===== src/rtl/layer_controller_cfg_pio_pkg.sv =====
// Shared constants and types for the layer controller configuration PIO block.
package layer_controller_cfg_pio_pkg;

    // Register word offsets
    localparam int CTRL_ADDR   = 0;
    localparam int COMMIT_ADDR = 1;
    localparam int SHADOW_BASE = 2;

    // CTRL/STATUS bit positions
    localparam int STAT_PENDING  = 0;
    localparam int STAT_OVERFLOW = 1;
    localparam int STAT_IRQ_EN   = 8;

    // COMMIT register: bit that requests a commit
    localparam int COMMIT_GO = 0;

    // Layer-side handshake state
    typedef enum logic {
        HS_IDLE    = 1'b0,
        HS_PENDING = 1'b1
    } hs_state_e;

    // Word address width needed for CTRL, COMMIT and one SHADOW per channel
    function automatic int addr_w(input int n_ch);
        return $clog2(n_ch + 2);
    endfunction

endpackage


===== src/rtl/layer_controller_cfg_pio_if.sv =====
// Zero-wait-state register bus between a host master and the PIO block.
interface layer_controller_cfg_pio_if
    import layer_controller_cfg_pio_pkg::*;
#(
    parameter int N_CH = 4
);
    localparam int ADDR_W = addr_w(N_CH);

    logic [ADDR_W-1:0] address;
    logic              chipselect;
    logic              write_n;
    logic [31:0]       writedata;
    logic [31:0]       readdata;

    modport master (
        output address, chipselect, write_n, writedata,
        input  readdata
    );

    modport slave (
        input  address, chipselect, write_n, writedata,
        output readdata
    );

endinterface


===== src/rtl/layer_controller_cfg_handshake.sv =====
// Valid/ack handshake towards the layer plus the sticky overflow flag.
// A commit is accepted when nothing is pending or when the pending update
// is being acknowledged in the same cycle; otherwise it flags overflow.
module layer_controller_cfg_handshake
    import layer_controller_cfg_pio_pkg::*;
(
    input  logic clk,
    input  logic reset,
    input  logic commit_req,
    input  logic ack,
    input  logic overflow_clr,
    output logic commit_accept,
    output logic out_valid,
    output logic overflow
);

    hs_state_e state;
    hs_state_e state_next;
    logic      overflow_next;

    // State and overflow registers
    always_ff @(posedge clk) begin
        // NOTE: sequential state uses non-blocking assignments so every flop
        // samples pre-edge values regardless of block evaluation order.
        if (reset) begin
            state    <= HS_IDLE;
            overflow <= 1'b0;
        end else begin
            state    <= state_next;
            overflow <= overflow_next;
        end
    end

    // Next-state and overflow update
    always_comb begin
        // NOTE: defaults first so no path leaves a variable unassigned,
        // which would otherwise infer a latch.
        state_next    = state;
        overflow_next = overflow;
        if (overflow_clr) begin
            overflow_next = 1'b0;
        end
        case (state)
            HS_IDLE: begin
                if (commit_req) begin
                    state_next = HS_PENDING;
                end
            end
            HS_PENDING: begin
                if (ack && !commit_req) begin
                    state_next = HS_IDLE;
                end else if (commit_req && !ack) begin
                    // Assigned after the clear above, so a rejected commit wins
                    overflow_next = 1'b1;
                end
            end
            default: state_next = HS_IDLE;
        endcase
    end

    // Handshake outputs
    always_comb begin
        out_valid     = (state == HS_PENDING);
        commit_accept = commit_req && ((state == HS_IDLE) || ack);
    end

endmodule


===== src/rtl/layer_controller_cfg_pio.sv =====
// Layer controller configuration PIO: per-channel shadow registers written
// from the bus, copied atomically into the live outputs on an accepted commit.
module layer_controller_cfg_pio
    import layer_controller_cfg_pio_pkg::*;
#(
    parameter int                N_CH      = 4,
    parameter int                DATA_W    = 8,
    parameter logic [DATA_W-1:0] RESET_VAL = '0
)(
    input  logic                       clk,
    input  logic                       reset,
    layer_controller_cfg_pio_if.slave  bus,
    output logic [N_CH*DATA_W-1:0]     out_port,
    output logic                       out_valid,
    input  logic                       out_ack,
    output logic                       irq
);

    localparam int ADDR_W = addr_w(N_CH);
    localparam logic [ADDR_W-1:0] A_CTRL   = ADDR_W'(CTRL_ADDR);
    localparam logic [ADDR_W-1:0] A_COMMIT = ADDR_W'(COMMIT_ADDR);

    logic                   wr_en;
    logic                   ctrl_wr;
    logic                   commit_req;
    logic                   overflow_clr;
    logic                   commit_accept;
    logic                   overflow;
    logic                   irq_en;
    logic [N_CH*DATA_W-1:0] shadow_flat;
    logic [31:0]            rdata;
    logic                   unused_wdata;

    assign wr_en        = bus.chipselect && !bus.write_n;
    assign ctrl_wr      = wr_en && (bus.address == A_CTRL);
    assign commit_req   = wr_en && (bus.address == A_COMMIT) && bus.writedata[COMMIT_GO];
    assign overflow_clr = ctrl_wr && bus.writedata[STAT_OVERFLOW];
    assign unused_wdata = ^bus.writedata;

    layer_controller_cfg_handshake u_handshake (
        .clk           (clk),
        .reset         (reset),
        .commit_req    (commit_req),
        .ack           (out_ack),
        .overflow_clr  (overflow_clr),
        .commit_accept (commit_accept),
        .out_valid     (out_valid),
        .overflow      (overflow)
    );

    // Interrupt enable bit of CTRL
    always_ff @(posedge clk) begin
        if (reset) begin
            irq_en <= 1'b0;
        end else if (ctrl_wr) begin
            irq_en <= bus.writedata[STAT_IRQ_EN];
        end
    end

    assign irq = overflow && irq_en;

    // Per-channel shadow and live registers
    for (genvar i = 0; i < N_CH; i++) begin : g_ch
        localparam logic [ADDR_W-1:0] A_SHADOW = ADDR_W'(SHADOW_BASE + i);

        logic [DATA_W-1:0] shadow_q;
        logic [DATA_W-1:0] live_q;

        // Shadow takes the low DATA_W bits of a write to its own word;
        // live copies the shadow only when the handshake accepts a commit
        always_ff @(posedge clk) begin
            // NOTE: these registers are reset because RESET_VAL is the
            // defined power-up value driven to the layer, not just a default.
            if (reset) begin
                shadow_q <= RESET_VAL;
                live_q   <= RESET_VAL;
            end else begin
                if (wr_en && (bus.address == A_SHADOW)) begin
                    shadow_q <= bus.writedata[DATA_W-1:0];
                end
                if (commit_accept) begin
                    live_q <= shadow_q;
                end
            end
        end

        assign shadow_flat[i*DATA_W +: DATA_W] = shadow_q;
        assign out_port[i*DATA_W +: DATA_W]    = live_q;
    end

    // Read mux: combinational from address alone; COMMIT and unmapped read 0
    always_comb begin
        rdata = '0;
        if (bus.address == A_CTRL) begin
            rdata[STAT_PENDING]  = out_valid;
            rdata[STAT_OVERFLOW] = overflow;
            rdata[STAT_IRQ_EN]   = irq_en;
        end
        for (int i = 0; i < N_CH; i++) begin
            if (bus.address == ADDR_W'(SHADOW_BASE + i)) begin
                rdata = 32'(shadow_flat[i*DATA_W +: DATA_W]);
            end
        end
    end

    assign bus.readdata = rdata;

endmodule


===== src/flat_wrapper.sv =====
// flat-port wrapper written by rule: the top's interface ports become plain ports
module layer_controller_cfg_pio_flat import layer_controller_cfg_pio_pkg::*;
#(
    parameter int                N_CH      = 4,
    parameter int                DATA_W    = 8,
    parameter logic [DATA_W-1:0] RESET_VAL = '0
)
  (clk, reset, out_port, out_valid, out_ack, irq, bus_address, bus_chipselect, bus_write_n, bus_writedata, bus_readdata);
  layer_controller_cfg_pio_if #(.N_CH(N_CH)) bus_i ();
  input  logic clk;
  input  logic reset;
  output logic [N_CH*DATA_W-1:0] out_port;
  output logic out_valid;
  input  logic out_ack;
  output logic irq;
  input wire logic [$bits(bus_i.address)-1:0] bus_address;
  input wire logic [$bits(bus_i.chipselect)-1:0] bus_chipselect;
  input wire logic [$bits(bus_i.write_n)-1:0] bus_write_n;
  input wire logic [$bits(bus_i.writedata)-1:0] bus_writedata;
  output wire logic [$bits(bus_i.readdata)-1:0] bus_readdata;
  assign bus_i.address = bus_address;
  assign bus_i.chipselect = bus_chipselect;
  assign bus_i.write_n = bus_write_n;
  assign bus_i.writedata = bus_writedata;
  assign bus_readdata = bus_i.readdata;
  layer_controller_cfg_pio #(.N_CH(N_CH), .DATA_W(DATA_W), .RESET_VAL(RESET_VAL)) u_core (.clk(clk), .reset(reset), .bus(bus_i), .out_port(out_port), .out_valid(out_valid), .out_ack(out_ack), .irq(irq));
endmodule

===== config.mk =====
export PLATFORM = sky130hd
export DESIGN_NAME = layer_controller_cfg_pio_flat
export DESIGN_NICKNAME = d
export VERILOG_FILES = /design/src/rtl/layer_controller_cfg_pio_pkg.sv /design/src/rtl/layer_controller_cfg_pio_if.sv /design/src/rtl/layer_controller_cfg_handshake.sv /design/src/rtl/layer_controller_cfg_pio.sv /design/src/flat_wrapper.sv
export SDC_FILE = /design/constraint.sdc
export NUM_CORES = 1
export LEC_CHECK = 0
export BUFFER_PORTS_ARGS = -buffer_cell sky130_fd_sc_hd__buf_4
export CORE_AREA = 5 5 84 86
export CTS_CLUSTER_SIZE = 24
export DETAILED_ROUTE_END_ITERATION = 10
export DIE_AREA = 0 0 89 91
export PLACE_DENSITY = 0.77
export SLEW_MARGIN = 20
export SYNTH_ARGS = -nofsm -noshare
export SYNTH_HDL_FRONTEND = slang
export SYNTH_SLANG_ARGS = --single-unit

===== constraint.sdc =====
create_clock -name clk -period 1.58 [get_ports clk]
set_clock_uncertainty 0.05 [all_clocks]
set_input_delay 0.079 -clock clk [delete_from_list [all_inputs] [get_ports clk]]
set_output_delay 0.079 -clock clk [all_outputs]
set_load 0.03 [all_outputs]

==> metrics.yaml, run 1 <==
worst_setup_path:
  cp.required_ps: 1450
  slowest_delay_ps: 350
  criticalPathCategory: "flip-flop to output port"
  worstPathArrival_ps: 1340
  critPathLaunchType: "flip-flop"
  crit_chain: "nor2_1 -> o22ai_2 -> o21ai_1 -> a21oi_1 -> buf_4"
  cpMaxStageDelayCell: "dfxtp_2"
  worstPathMaxFanout: 3
  endpoint_kind: "output port"
timing:
  fmax_ghz: 0.681
  maxSlewHeadroom_pct: 55.3
  drv_slew: 0
  period_needed_ps: 1470
  fin_crit_sh_pct: 92.9
  setup_ws_ps: 112
  setup_tns_ps: 0
  rsz0062_at_grt: "no"
  setup_viol: 0
  hold_viol_final: 0
  tightest_slew_ps: 671
clock_tree:
  numCtsBuffers: 9
  cts_buffer_depth: 2
  insertion_delay_ps: 340
  cts_tree: "built"
  htreeDepth: 3
  cts.clk_slew.worst_paths_ps: 70
  cts_root_buf: "clkbuf_8"
  postCtsSetupRepairBufs: 0
  cts_sinks: 67
synthesis:
  synth.distinct_cells: 27
  synth_cells: 312
  yosys_warnings: 0
  synth_top_area_cell: "dfxtp_1"
  synthTopCellsByCount: "67 x dfxtp_1, 62 x mux2i_1, 53 x nor2_1"
  synth.most_common_cell: "dfxtp_1"
  avgSynthCellArea_sq_um: 9.42
  synth_ff_type: "dfxtp_1"
  seq_area_frac_synth_pct: 45.7
  yosysTopAreaCellShare_pct: 45.7
  synth_seq_cells: 67
  async_flop_share_pct: 0
  synth_area_leaders: "dfxtp_1 46%, mux2i_1 21%, nor2_1 6.8%"
  synth_edf_count: 0
  syn_area_sq_um: 2940
run:
  cap_violations: 0
placed_design:
  io_buffers: 59
  gp_congestion: 0.824
  dp.final_hpwl_um: 4670
  pre_cts_ws_ps: 145
routing:
  drt_iter0_drc: 129
  vias_per_cell: 4.87
  first_pass_iters: 4
  wl_per_cell_um: 14.3
  vias: 2260
  drc: 0
  finalWirelength_um: 6620
  antenna_left: 0
pwr:
  power.leakage_nw: 1.45
  ir_worst_vdd_mv: 0.586
  powerDensity_nw_per_um2: 935
grt:
  grtUsageTotal_pct: 17.5
  grt_pass1_vias: 2261
  antenna_found_initial: 0
  overflow: 0
  grt_pass1_wl_um: 10900
  grt_max_degree: 68
floorplanning:
  start_util_pct: 47.3
  core_sq_um: 6200
  dieArea_sq_um: 8100
  fp-row-count: 29
  die_x_um: 89
  fp.dieH_um: 91
  io_pins: 106
finish:
  area_growth_pct: 24.8
  nNetsFinal: 422
  fin_util_pct: 59.1
  layout-drive-gt1-share_pct: 24.0
  n_antenna_cell: 0
hold_path:
  hold_path.class: "input port to flip-flop"
outcome:
  status: "complete, no violations"
==> what timing repair did <==
item,in CTS,in global routing
cloned,0,0
endpoints found under the setup margin,1,1
pin swaps,1,1
hold buffers,10,0
endpoints found under the hold margin,34,0
resized for setup,1,3
==> logic make-up (layout without fill, tap and decap cells) <==
group / Yosys count / in the layout / share of synthesized area [%]
AO/OA/AOI/OAI: 32 / 32 / 5.96
buffers and inverters: 42 / 95 / 10.6
flip-flops: 67 / 67 / 45.7
multiplexers: 62 / 62 / 21.1
other: 1 / 23 / 0.128
AND/OR/NAND/NOR: 108 / 108 / 16.5
==> final cells by class <==
class / count / area (sq um)
fill: 572 / 2540
sequential: 67 / 1340
timing repair buffer: 79 / 643
tap: 77 / 96.3
clock buffer: 10 / 138
multi-input combinational: 225 / 1380
clock inverter: 6 / 65.1
==> report_power, final <==
part	leakage, nW	switching, mW	internal [mW]
clock	0.0905	0.668	0.767
sequential	0.541	0.00870	1.70
combinational	0.815	0.191	0.0936
total	1.45	0.868	2.56
==> path summary, 6_finish.rpt <==
check	cells after the start	slack (ps)	from	end
max	5	110	u_core.g_ch[2].shadow_q[0]	bus_readdata[0]
min	4	100	bus_address[0]	u_core.g_ch[0].shadow_q[1]
max reg2reg	5	180	u_core.u_handshake.out_valid	u_core.g_ch[0].live_q[7]
min reg2reg	2	420	u_core.g_ch[2].shadow_q[0]	u_core.g_ch[2].shadow_q[0]
==> state kept, by name, summed over array words and instances, names as in the netlist <==
register                      cells
u_core.u_handshake.out_valid      1
u_core.g_ch.shadow_q             32
u_core.u_handshake.overflow       1
u_core.g_ch.live_q               32
u_core.irq_en                     1
==> per-layer routing <==
layer | vias up | GRT usage, % | part of all wire (%)
li1 | 1142 | - | -
met1 | 1030 | 22.4 | 42
met2 | 75 | 27.2 | 48
met3 | 13 | 4.34 | 7.7
met4 | 0 | 8.81 | 2.4
met5 | - | 0 | 0
==> critical path, delay by kind of cell (launching register included) <==
family	cells	cell delay (ps)
AO/OA/AOI/OAI	3	410
flip-flops	1	350
buffers and inverters	1	180
AND/OR/NAND/NOR	1	60
==> per-stage QoR <==
| stage | hold WS (ps) | std cells | power (mW) | cell area [sq um] |
|---|---|---|---|---|
| floorplan | 165 | 334 | 1.97 | 3030 |
| global placement | 294 | 438 | 2.00 | 3360 |
| detailed placement | 309 | 438 | 2.01 | 3360 |
| CTS | 85.6 | 464 | 3.47 | 3660 |
| global route | 130 | 464 | 3.58 | 3670 |
| finish | 104 | 464 | 3.43 | 3670 |
==> cell usage in the layout, fill, tap and decap left out, drive strengths merged, types with 2 or more instances in the layout <==
cell | netlist | routed
nand2 | 36 | 36
conb | 1 | 23
dlygate4sd3 | 0 | 10
nand3b | 2 | 2
o22ai | 8 | 8
nand3 | 3 | 3
clkinvlp | 0 | 4
clkbuf | 11 | 10
dfxtp | 67 | 67
a21oi | 20 | 20
nand2b | 5 | 5
nor2 | 54 | 54
o21ai | 2 | 2
buf | 31 | 69
mux2i | 62 | 62
(Power assumes the default switching activity.)
==> run 2, diff against run 1 <==
Settings changed: ABC_AREA set to 1, CORE_AREA 5 5 84 86 to 5 5 85 87, DIE_AREA 0 0 89 91 to 0 0 90 92, PLACE_DENSITY 0.77 to 0.78.
==> run 2 against run 1 <==
  * Clock power down 9%
  * Critical path depth up 1
  * Sequential share of layout area down 1.9 points
  * Sequential power about the same
  * Clock-buffer cell count up 3
  * Global-route usage up 0.48 points
  * Die area up 2.2%
  * Critical path type is now input port to flip-flop
  * Largest power group unchanged
==> metrics.yaml, run 2 <==
clock_tree:
  cts_buffer_depth: 2  # unchanged
  insertion_delay_ps: 340  # about the same
  postCtsSetupRepairBufs: 0  # unchanged
  cts_sinks: 67  # unchanged
  numCtsBuffers: 9  # unchanged
  cts_root_buf: "clkbuf_8"
  cts.clk_slew.worst_paths_ps: 70  # about the same
  cts_tree: "built"
  htreeDepth: 3  # unchanged
timing:
  period_needed_ps: 1490  # +23.8 ps
  drv_slew: 0  # unchanged
  setup_ws_ps: 87.9  # -23.8 ps
  hold_viol_final: 0  # unchanged
  setup_tns_ps: 0  # unchanged
  fin_crit_sh_pct: 94.4  # +1.5 points
  rsz0062_at_grt: "no"
  maxSlewHeadroom_pct: 65.3  # +10 points
  tightest_slew_ps: 518  # -153 ps
  setup_viol: 0  # unchanged
  fmax_ghz: 0.670  # -1.6%
grt:
  grt_pass1_wl_um: 12400  # +14%
  antenna_found_initial: 0  # unchanged
  grtUsageTotal_pct: 18.0  # +0.48 points
  overflow: 0  # unchanged
  grt_max_degree: 65  # -4.4%
  grt_pass1_vias: 2735  # +21%
outcome:
  status: "complete, no violations"
placed_design:
  io_buffers: 59  # unchanged
  dp.final_hpwl_um: 5100  # +9.2%
  gp_congestion: 0.899  # +9.0%
  pre_cts_ws_ps: 169  # +24.0 ps
hold_path:
  min_from: "bus_address[1]"
  hold_path.class: "input port to flip-flop"
worst_setup_path:
  crit_start: "out_ack"
  crit_family: "buffers and inverters"
  worstPathArrival_ps: 1730  # +390 ps
  timing.rr.start: "u_core.u_handshake.out_valid"
  cp.required_ps: 1810  # +360 ps
  slowest_delay_ps: 560  # +210 ps
  crit_buf_inv: 3  # +2
  critPathLaunchType: "input port"
  endpoint_kind: "flip-flop"
  worstPathMaxFanout: 3  # unchanged
  cpMaxStageDelayCell: "dlygate4sd3_1"
  crit_chain: "dlygate4sd3_1 -> buf_4 -> nor2_1 -> nand2_1 -> a21oi_1 -> dlygate4sd3_1"
  criticalPathCategory: "input port to flip-flop"
  cpMostUsedCell: "dlygate4sd3_1"
pwr:
  ir_worst_vdd_mv: 0.470  # -20%
  powerDensity_nw_per_um2: 886  # -5.2%
  power.leakage_nw: 1.64  # +13%
  total_power_mw: 3.42  # -0.12%
synthesis:
  synth_area_leaders: "dfxtp_1 43%, nor2_1 12%, nand2_1 8.7%"
  syn_area_sq_um: 3110  # +6.0%
  synth.most_common_cell: "nor2_1"
  synth.distinct_cells: 19  # -30%
  synth_edf_count: 0  # unchanged
  synth_ff_type: "dfxtp_1"
  seq_area_frac_synth_pct: 43.1  # -2.6 points
  avgSynthCellArea_sq_um: 6.84  # -27%
  synth_top_area_cell: "dfxtp_1"
  synth_cells: 455  # +46%
  yosys_warnings: 0  # unchanged
  yosysTopAreaCellShare_pct: 43.1  # -2.6 points
  synth_seq_cells: 67  # unchanged
  synthTopCellsByCount: "103 x nor2_1, 72 x nand2_1, 67 x dfxtp_1"
  async_flop_share_pct: 0  # unchanged
floorplanning:
  start_util_pct: 49.6  # +2.2 points
  fp-row-count: 29  # unchanged
  core_sq_um: 6280  # +1.2%
  die_x_um: 90  # +1.1%
  io_pins: 106  # unchanged
  fp.dieH_um: 92  # +1.1%
  dieArea_sq_um: 8280  # +2.2%
routing:
  vias: 2969  # +31%
  antenna_left: 0  # unchanged
  finalWirelength_um: 7460  # +13%
  drc: 0  # unchanged
  drt_iter0_drc: 221  # +71%
  vias_per_cell: 4.92  # +0.92%
  wl_per_cell_um: 12.4  # -13%
  first_pass_iters: 4  # unchanged
run:
  cap_violations: 0  # unchanged
finish:
  seqCellArea_sq_um: 1340  # -0.19%
  num-fill-cells: 614  # +7.3%
  largestRegisters: "u_core.g_ch.live_q (32), u_core.g_ch.shadow_q (32)"
  final_common_cell: "nor2_1"
  n_antenna_cell: 0  # unchanged
  layout-drive-gt1-share_pct: 17.6  # -6.4 points
  multiInputGateArea_sq_um: 1410  # +2.1%
  mostFrequentLayoutCells: "103 x nor2_1, 72 x nand2_1, 67 x dfxtp_1"
  area_growth_pct: 24.1
  nNetsFinal: 563  # +33%
[run 2: cell count changes after synthesis, moves of 5 or more]
cell,previous run,this run
mux2i_1,62,0
nor2_1,53,103
inv_1,0,38
nand2_1,36,72
nand3_1,3,37
o21ai_0,2,36
a21oi_1,20,34
nand4_1,0,8
o22ai_1,8,0
inv_2,0,7
nand2b_1,5,0
[run 2: logic make-up (layout without fill, tap and decap cells)]
family / after synthesis / count (layout) / share of synthesized area, %
buffers and inverters: 88 / 138 / 14.4
and+or+nand+nor: 229 / 229 / 31.1
other: 1 / 23 / 0.120
DFF: 67 / 67 / 43.1
AOI/OAI and AO/OA: 70 / 70 / 11.3
[run 2: power by group]
group          switching, mW  leakage, nW  internal, mW  total, mW
clock network          0.622       0.0953         0.685       1.31
registers             0.0185        0.541          1.72       1.74
logic                  0.256         1.00         0.125      0.381
[run 2: worst register-to-register path: cells and delay by family (launching register included)]
family | cells | cell delay (ps)
flip-flops | 1 | 340
buffers and inverters | 2 | 620
AO/OA/AOI/OAI | 1 | 140
AND/OR/NAND/NOR | 2 | 270
[run 2: layout make-up]
type / count / area share [%]
inverter: 46 / 4.47
clock buffer: 13 / 4.37
multi-input combinational: 322 / 36.5
tap: 77 / 2.49
sequential: 67 / 34.7
clock inverter: 2 / 0.259
timing repair buffer: 77 / 17.2
[run 2: through the flow]
step           util, %  instances  cell area, sq um  hold slack, ps
2_1_floorplan        -        477              3200            98.1
3_3_place_gp      56.4        575              3540             220
3_5_place_dp      56.4        575              3540             227
4_1_cts           61.5        604              3860            19.3
5_1_grt           61.5        604              3860            47.8
6_report          61.5        604              3860            35.0
[run 2: path summary, 6_finish.rpt]
path                                 endpoint  slack, ps  depth (start not counted)
setup / recovery  u_core.u_handshake.overflow         90                          6
hold reg to reg      u_core.g_ch[0].live_q[7]        430                          2
hold / removal                  u_core.irq_en         40                          4
setup reg to reg  u_core.u_handshake.overflow        110                          5
[run 2: what timing repair did]
action	4_1_cts	5_1_grt
hold endpoints to repair	33	0
resized for setup	0	1
hold buffers	14	0
endpoints found under the setup margin	0	1
[run 2: metal layers]
metal / global-route usage, % / vias up / wire length, um
met5: 0 / - / 0
met4: 6.82 / 0 / 136
met3: 6.38 / 15 / 486
met2: 29.9 / 77 / 3570
met1: 21.4 / 1348 / 3270
li1: - / 1529 / -
==> run 3, diff against run 2 <==
Settings changed: CELL_PAD_IN_SITES_DETAIL_PLACEMENT set to 1, CELL_PAD_IN_SITES_GLOBAL_PLACEMENT set to 1, CORE_AREA 5 5 85 87 to 5 5 118 120, DIE_AREA 0 0 90 92 to 0 0 123 125, PLACE_DENSITY 0.78 to 0.59, RECOVER_POWER set to 50.
==> run 3 against run 2 <==
  * Non-clock buffer count is 1 lower
  * Maximum frequency rose by 0.36%
  * Critical path depth shrank 1
==> metrics.yaml, run 3 (same netlist as run 2, synthesis figures left out) <==
pwr:
  ir_worst_vdd_mv: 0.452  # -3.9%
  netSwitchingFraction_pct: 23.8  # -2.4 points
  intPower_mw: 3.16  # +25%
  p_sw_uw: 988  # +10%
  total_power_mw: 4.15  # +21%
  seqPwrFrac_pct: 41.9  # -8.8 points
  clkPwrFrac_pct: 49.1  # +11 points
  pwr-share-comb_pct: 9.0  # -2.1 points
  power.leakage_nw: 1.54  # -5.9%
  powerDensity_nw_per_um2: 1050  # +19%
clock_tree:
  cts_buffer_depth: 2  # unchanged
  cts_tree: "built"
  htreeDepth: 3  # unchanged
  insertion_delay_ps: 330  # about the same
  cts_sinks: 67  # unchanged
  cts.clk_slew.worst_paths_ps: 50  # -20 ps
  numCtsBuffers: 9  # unchanged
  cts_root_buf: "clkbuf_16"
  post_cts_resized: 0  # unchanged
grt:
  overflow: 0  # unchanged
  grt_pass1_vias: 2981  # +9.0%
  grtUsageTotal_pct: 12.3  # -5.7 points
  grt_pass1_wl_um: 14800  # +20%
  antenna_found_initial: 0  # unchanged
  grt_max_degree: 65  # unchanged
finish:
  area_growth_pct: 26.8
  n_antenna_cell: 0  # unchanged
  nNetsFinal: 562  # -0.18%
  largestRegisters: "u_core.g_ch.live_q (32), u_core.g_ch.shadow_q (32)"
  layout-drive-gt1-share_pct: 11.6  # -6.0 points
  design_area_sq_um: 3950  # +2.2%
  finalNonFillerCells: 701  # +16%
  final_common_cell: "nor2_1"
  mostFrequentLayoutCells: "103 x nor2_1, 72 x nand2_1, 67 x dfxtp_1"
worst_setup_path:
  reg2reg_to: "u_core.g_ch[3].live_q[3]"
  slowest_delay_ps: 330  # -230 ps
  critPathLaunchType: "flip-flop"
  rrSetupSlack_ps: 300  # +190 ps
  r2r_cells: 6  # +1
  endpoint_kind: "output port"
  timing.rr.start: "u_core.u_handshake.out_valid"
  worstPathArrival_ps: 1360  # -370 ps
  criticalPathCategory: "flip-flop to output port"
  cpMaxStageDelayCell: "dfxtp_1"
  crit_chain: "inv_1 -> o21ai_0 -> nand2_1 -> nand3_1 -> buf_4"
  worstPathMaxFanout: 2  # -1
  cp.required_ps: 1450  # -360 ps
routing:
  antenna_left: 0  # unchanged
  drc: 0  # unchanged
  wl_per_cell_um: 13.0  # +4.9%
  finalWirelength_um: 9080  # +22%
  vias_per_cell: 4.28  # -13%
  vias: 2997  # +0.94%
  first_pass_iters: 4  # unchanged
  drt_iter0_drc: 113  # -49%
floorplanning:
  start_util_pct: 24.2  # -25 points
  fp-row-count: 42  # +45%
  die_x_um: 123  # +37%
  dieArea_sq_um: 15400  # +86%
  io_pins: 106  # unchanged
  fp.dieH_um: 125  # +36%
  core_sq_um: 12900  # +110%
hold_path:
  whs_path_depth: 3  # -1
  hold_end: "u_core.g_ch[1].shadow_q[1]"
  min_from: "bus_writedata[1]"
  hold_path.class: "input port to flip-flop"
run:
  cap_violations: 0  # unchanged
timing:
  drv_slew: 0  # unchanged
  fmax_ghz: 0.673  # +0.36%
  setup_viol: 0  # unchanged
  setup_tns_ps: 0  # unchanged
  rsz0062_at_grt: "no"
  hold_viol_final: 0  # unchanged
  period_needed_ps: 1490  # -5.32 ps
  fin_crit_sh_pct: 94.1  # -0.34 points
placed_design:
  io_buffers: 59  # unchanged
  gp_congestion: 0.802  # -11%
  place_inst: 677  # +18%
  dpl-instance-area_sq_um: 3680  # +3.8%
  dp.final_hpwl_um: 6430  # +26%
outcome:
  status: "complete, no violations"
==> run 3: routing by layer <==
layer  vias to the layer above  part of all wire [%]  GRT usage, %
li1                       1524                     -             -
met1                      1403                    46          16.1
met2                        57                    47          19.2
met3                        13                   4.3          2.35
met4                         0                   2.3          6.12
met5                         -                     0             0
==> run 3: worst max-delay path by stage <==
stage / startpoint / endpoint / slack, ps / cells past startpoint
global placement: bus_address[2] / bus_readdata[0] / 190 / 8
detailed placement: bus_address[2] / u_core.g_ch[1].shadow_q[2] / 140 / 8
finish: u_core.u_handshake.out_valid / bus_readdata[0] / 90 / 5
global route: u_core.g_ch[0].shadow_q[0] / bus_readdata[0] / 50 / 5
CTS: u_core.u_handshake.out_valid / bus_readdata[0] / 40 / 5
floorplan: u_core.u_handshake.out_valid / u_core.g_ch[3].live_q[0] / 180 / 6
==> run 3: repair_timing <==
action                    CTS  global route
hold buffers               10             0
hold endpoints to repair   21             0
buffers inserted            0             0
==> run 3: critical path, delay by kind of cell (launching register included) <==
kind            cells  cell delay, ps
flops               1             330
compound gates      1             260
buf+inv             2             230
simple gates        2             200
==> run 3: layout make-up <==
cell class,instances,area [sq um]
fill,1644,8930
clock buffer,12,267
clock inverter,2,35.0
timing repair buffer,76,502
sequential,67,1340
inverter,46,173
multi-input combinational,322,1410
tap,176,220
==> run 3: power groups by stage <==
stage	Clock [mW]	Sequential [mW]	Combinational, mW
floorplan	0	1.79	0.269
global placement	0	1.77	0.365
detailed placement	0	1.77	0.370
CTS	2.11	1.74	0.390
global route	2.18	1.74	0.418
finish	2.04	1.74	0.375
==> run 3: per-stage QoR <==
stage	utilization [%]	setup slack (ps)	hold slack [ps]
6_report	30.7	93.2	11.8
5_1_grt	30.7	48.4	34.0
4_1_cts	31.7	42.6	1.82
3_5_place_dp	28.6	142	231
3_3_place_gp	28.6	191	222
2_1_floorplan	-	178	98.1
